**config.mk**
```make
export PLATFORM = sky130hd
export DESIGN_NAME = systolic_array_3x3
export DESIGN_NICKNAME = d
export VERILOG_FILES = /design/src/rtl/systolic_array_3x3_pkg.sv /design/src/rtl/systolic_array_3x3_pe.sv /design/src/rtl/systolic_array_3x3.sv
export SDC_FILE = /design/constraint.sdc
export NUM_CORES = 1
export LEC_CHECK = 0
export ABC_AREA = 1
export CAP_MARGIN = 20
export CORE_AREA = 2 2 259 261
export CTS_BUF_LIST = sky130_fd_sc_hd__clkbuf_8
export CTS_CLUSTER_DIAMETER = 80
export DETAILED_ROUTE_END_ITERATION = 8
export DIE_AREA = 0 0 261 263
export PLACE_DENSITY_LB_ADDON = 0.05
export SYNTH_ARGS = -nofsm -noshare
export SYNTH_HDL_FRONTEND = slang
export SYNTH_SLANG_ARGS = --single-unit
export TNS_END_PERCENT = 1
```
**constraint.sdc**
```tcl
create_clock -name clk -period 7.25 [get_ports clk]
set_clock_uncertainty 0.05 [all_clocks]
set_input_delay 1.0875 -clock clk [delete_from_list [all_inputs] [get_ports clk]]
set_output_delay 1.0875 -clock clk [all_outputs]
set_load 0.01 [all_outputs]
```
**src/rtl/systolic_array_3x3_pkg.sv**
```systemverilog
// Shared constants for the 3x3 convolution tile.
//   DATA_W   : width of every operand and result
//   ACC_W    : partial-sum width, wide enough for 9*255*255
//   N_PE     : number of chained MAC elements (one per filter tap)
//   N_WIN    : number of 3x3 windows in a 4x4 input (2x2 output)
//   DONE_CNT : step count at which all results are loaded
//   WIN_MAP  : WIN_MAP[w][k] = row-major input index (0..15) that window w
//              feeds to PE k. Window w sits at row w/2, col w%2; PE k is tap
//              (k/3, k%3), so the index is (w/2 + k/3)*4 + (w%2 + k%3).
package systolic_array_3x3_pkg;
    localparam int DATA_W = 8;
    localparam int ACC_W  = 20;
    localparam int N_PE   = 9;
    localparam int N_WIN  = 4;
    localparam int N_MAT  = 16;
    localparam int CNT_W  = 4;
    localparam logic [CNT_W-1:0] DONE_CNT = 4'd14;

    // One 36-bit nibble string per window, PE 8 in the top nibble.
    localparam logic [N_WIN-1:0][N_PE-1:0][3:0] WIN_MAP = {
        36'hfedba9765,   // window 3 (result22)
        36'hedca98654,   // window 2 (result21)
        36'hba9765321,   // window 1 (result12)
        36'ha98654210    // window 0 (result11)
    };
endpackage

```
**src/rtl/systolic_array_3x3_pe.sv**
```systemverilog
// Weight-stationary MAC element.
//   clk, rst : clock and synchronous active-high reset
//   load     : capture weight into the stationary register
//   weight   : filter coefficient to hold
//   x        : input operand for this cycle (0 when no window is present)
//   psum_in  : partial sum from the previous PE (0 for the first PE)
//   psum_out : registered psum_in + weight * x
module systolic_pe
    import systolic_array_3x3_pkg::*;
(
    input  logic              clk,
    input  logic              rst,
    input  logic              load,
    input  logic [DATA_W-1:0] weight,
    input  logic [DATA_W-1:0] x,
    input  logic [ACC_W-1:0]  psum_in,
    output logic [ACC_W-1:0]  psum_out
);
    logic [DATA_W-1:0]   w_q;
    logic [2*DATA_W-1:0] prod;

    assign prod = {{DATA_W{1'b0}}, w_q} * {{DATA_W{1'b0}}, x};

    always_ff @(posedge clk) begin
        if (rst) begin
            w_q      <= '0;
            psum_out <= '0;
        end else begin
            if (load) w_q <= weight;
            psum_out <= psum_in + ACC_W'(prod);
        end
    end
endmodule

```
**src/rtl/systolic_array_3x3.sv**
```systemverilog
// 3x3 valid convolution of a 4x4 unsigned matrix, built as a chain of nine
// weight-stationary MAC elements. The four output windows stream through the
// chain one per cycle; a single operation runs after each reset release.
//   clk, rst                     : clock, synchronous active-high reset
//   mat_input11..mat_input44     : input matrix [row][col]
//   filter11..filter33           : filter coefficients [row][col]
//   done_3_3                     : all four results valid, held until reset
//   result11/12/21/22            : conv outputs, truncated to DATA_W bits
module systolic_array_3x3
    import systolic_array_3x3_pkg::*;
(
    input  logic              clk,
    input  logic              rst,
    input  logic [DATA_W-1:0] mat_input11, mat_input12, mat_input13, mat_input14,
    input  logic [DATA_W-1:0] mat_input21, mat_input22, mat_input23, mat_input24,
    input  logic [DATA_W-1:0] mat_input31, mat_input32, mat_input33, mat_input34,
    input  logic [DATA_W-1:0] mat_input41, mat_input42, mat_input43, mat_input44,
    input  logic [DATA_W-1:0] filter11, filter12, filter13,
    input  logic [DATA_W-1:0] filter21, filter22, filter23,
    input  logic [DATA_W-1:0] filter31, filter32, filter33,
    output logic              done_3_3,
    output logic [DATA_W-1:0] result11,
    output logic [DATA_W-1:0] result12,
    output logic [DATA_W-1:0] result21,
    output logic [DATA_W-1:0] result22
);
    logic [N_MAT-1:0][DATA_W-1:0] mat_in, mat_q;
    logic [N_PE-1:0][DATA_W-1:0]  filt_in, x;
    logic [N_PE:0][ACC_W-1:0]     psum;
    logic [N_WIN-1:0][DATA_W-1:0] res;
    logic [CNT_W-1:0]             cnt;
    logic                         snap;

    // Index 0 is element [1][1]; both arrays are row-major.
    assign mat_in = {mat_input44, mat_input43, mat_input42, mat_input41,
                     mat_input34, mat_input33, mat_input32, mat_input31,
                     mat_input24, mat_input23, mat_input22, mat_input21,
                     mat_input14, mat_input13, mat_input12, mat_input11};
    assign filt_in = {filter33, filter32, filter31,
                      filter23, filter22, filter21,
                      filter13, filter12, filter11};

    // First edge after release captures every operand; later port activity
    // is ignored until the next reset.
    assign snap = (cnt == '0);

    always_ff @(posedge clk) begin
        if (rst) begin
            cnt      <= '0;
            mat_q    <= '0;
            res      <= '0;
            done_3_3 <= 1'b0;
        end else begin
            if (cnt != DONE_CNT) cnt <= cnt + 1'b1;
            if (snap) mat_q <= mat_in;
            // Window w leaves PE 8 during cycle N_PE+1+w.
            for (int w = 0; w < N_WIN; w++)
                if (cnt == CNT_W'(N_PE + 1 + w)) res[w] <= psum[N_PE][DATA_W-1:0];
            if (cnt == DONE_CNT - 1'b1) done_3_3 <= 1'b1;
        end
    end

    // Operand skew: window w reaches PE k in cycle cnt = 1+w+k, so each PE
    // sees its four windows on consecutive cycles, diagonally offset.
    always_comb begin
        x = '0;
        for (int k = 0; k < N_PE; k++)
            for (int w = 0; w < N_WIN; w++)
                if (cnt == CNT_W'(1 + w + k)) x[k] = mat_q[WIN_MAP[w][k]];
    end

    assign psum[0] = '0;

    for (genvar k = 0; k < N_PE; k++) begin : g_pe
        systolic_pe u_pe (
            .clk      (clk),
            .rst      (rst),
            .load     (snap),
            .weight   (filt_in[k]),
            .x        (x[k]),
            .psum_in  (psum[k]),
            .psum_out (psum[k+1])
        );
    end

    assign result11 = res[0];
    assign result12 = res[1];
    assign result21 = res[2];
    assign result22 = res[3];
endmodule

```
==> run summary <==
GRT overflow -> 0
Unique masters post-synth -> 37
Worst Hold Depth -> 2
CTS resizes -> 0
Min-Delay Path Class -> reg2reg
final WL -> 77800 microns
crit start category -> register
top cells by area, synth -> dfxtp_1 (27%), fa_1 (14%), nand2_1 (12%)
total stage count of the critical path -> 32
Die Y -> 263 microns
post-CTS setup buffers -> 0
crit path buf inv count -> 7
Post-Syn Instances -> 3360
Worst EP required -> 7760 ps
synthesized cell area -> 22800 sq um
largest net degree at the start of global routing -> 161
Hold Vio Cnt, Final -> 0
vias in the first global route -> 21.9k
Initial Util -> 34.7%
Initial DRC Count -> 1185
Period minus WS final -> 6340 ps
Syn-to-layout area delta -> 19.3%
Die ar. -> 68600 sq um
drt first pass iters -> 8
Yosys warnings -> 0
cell leakage power -> 0.0134 uW
Clk pwr share -> 39.0%
dpl hpwl -> 62300 microns
Crit Path Class -> reg2reg
Cell Area, Placed -> 25900 sq um
CTS tree -> built
fin worst setup slack -> 907 ps
core box area -> 65600 sq um
Pint -> 3260 uW
Bufs on Longest Clock Path -> 3
reg-to-reg critical path startpoint -> cnt[1]
unrepaired setup endpoints after global routing -> false
synth cell count leaders -> nand2_1 (740), inv_1 (640), nor2_1 (499)
number of synthesized register bits -> 309
status -> finished, final reports clean
Place WS -> 934 ps
clock slew at reported path FFs -> 60 ps
Power, Total -> 4850 uW
CTS H-tree depth -> 2
GRT Total Usage -> 22.9%
first-pass GRT wire length -> 122000 microns
Max stage delay on crit path -> 510 ps
worst-margin pin slew -> 1020 ps
clk_lat worst skew -> 670 ps
TNS Setup -> 0 ps
DR vias -> 21.3k
PD cells -> 178 nW/um^2
Root Driver -> clkbuf_8
cell family with most CP delay -> adder cells
io pins -> 235
Rows -> 94
CP most frequent cell -> nand2_1
initial antenna violation count -> 1
NetSw -> 1590 uW
WL/cell -> 17.4 microns
Slowest-stage cell, CP -> fa_1
crit path launch -> cnt[1]
layout cells sized above 1 -> 4.35%
most frequent cell after synthesis -> nand2_1
# fillers -> 6940
PortBufs -> 234
Max VDD drop -> 0.116 mV
crit path DAT -> 6850 ps
Worst Reg-to-Reg Cells -> 32
Gate power share -> 18.9%
crit share post-route -> 87.5%
Post-synth ARST share -> 0%
Nets -> 4075
hold_buf cts -> 0
post-synthesis sequential area ratio -> 27.1%
syn_area_per_cell -> 6.79 sq um
Num CTS Buffers -> 60
crit path capture type -> register
final number of setup-violating endpoints -> 0
max-cap violations -> 0
hold_sp -> done_3_3
clock sinks -> 309
pins over their slew limit -> 0
Post-synth EDFFs -> 0
Net Sw Frac -> 32.7%
final core occ -> 41.4%
top cell type's share of synthesized area -> 27.1%
relative slew slack -> 32.1%
ys flop type -> dfxtp_1
post-route ant nets -> 0
Flop pwr share -> 42.0%
Die X -> 261 microns
residual DRC count -> 0
Max Fanout on Critical Path -> 31
RD Place Congestion -> 0.923
Vias/cell -> 4.76
syn_nets -> 3874
leading area contributor after synthesis -> dfxtp_1
Fmax -> 0.158 GHz
Design Area, Final -> 27200 sq um
cells in the final DEF (no fill, tap or decap), drive strengths merged, types with 4 or more instances in the layout:
master and n:
nand2 745, inv 661, nor2 507, dfxtp 309, o21ai 297, clkdlybuf4s50 233, fa 156, ha 156
a21oi 153, nand3 146, clkbuf 78, nand4 42, or2 27, xor2 18, buf 17, clkinv 16
xnor2 12, nand3b 9, a31oi 4
final cells by class:
cell class,instances,area [sq um],area share [%]
Multi-Input combinational cell,2287,13700,50.4
Sequential cell,309,6190,22.7
Inverter,653,2460,9.06
Timing Repair Buffer,250,2460,9.04
Tap cell,864,1080,3.97
Clock buffer,78,1070,3.95
Clock inverter,30,220,0.810
Antenna cell,1,2.50,0.00920
power groups by stage:
stage / clock network, uW / registers (uW) / logic [uW]
floorplan: 0 / 1980 / 583
global placement: 0 / 2070 / 915
detailed placement: 0 / 2070 / 926
CTS: 1950 / 2040 / 933
global route: 2020 / 2050 / 1060
finish: 1890 / 2040 / 918
tightest hold or removal path, stage by stage (launching register included):
cell and delay, ps:
dfxtp_1 300, inv_1 50, a21oi_1 50
metrics by stage:
step / instances / hold slack (ps)
4_1_cts: 4471 / 405
3_3_place_gp: 4363 / 395
6_report: 4472 / 403
3_5_place_dp: 4363 / 397
5_1_grt: 4472 / 444
2_1_floorplan: 3360 / 374
layer usage:
metal / share of wire, % / global-route usage, %
met3: 4.2 / 2.74
met2: 49 / 40.5
met1: 43 / 28.2
met5: 0 / 0
met4: 3.8 / 8.66
cells by family after synthesis:
| family | synth area share [%] |
|---|---|
| buffers and inverters | 12.7 |
| adder cells (fa/ha/maj) | 22.3 |
| XOR/XNOR | 1.15 |
| flip-flops | 27.1 |
| AND/OR/NAND/NOR | 26.3 |
| AO/OA/AOI/OAI | 10.4 |
sequential cells by signal, indices dropped and copies added, names as in the netlist:
| name | cells |
|---|---|
| result11 | 8 |
| done_3_3 | 1 |
| cnt | 4 |
| mat_q | 128 |
| result22 | 8 |
| result21 | 8 |
| result12 | 8 |
| g_pe.u_pe.w_q | 72 |
| g_pe.u_pe.psum_out | 72 |
path summary, 6_finish.rpt:
path	slack, ps	end
setup / recovery	910	g_pe[8].u_pe.psum_out[7]
hold / removal	400	done_3_3
setup reg to reg	910	g_pe[8].u_pe.psum_out[7]
hold reg to reg	400	done_3_3
No activity file was read; power rests on OpenSTA's default activity.
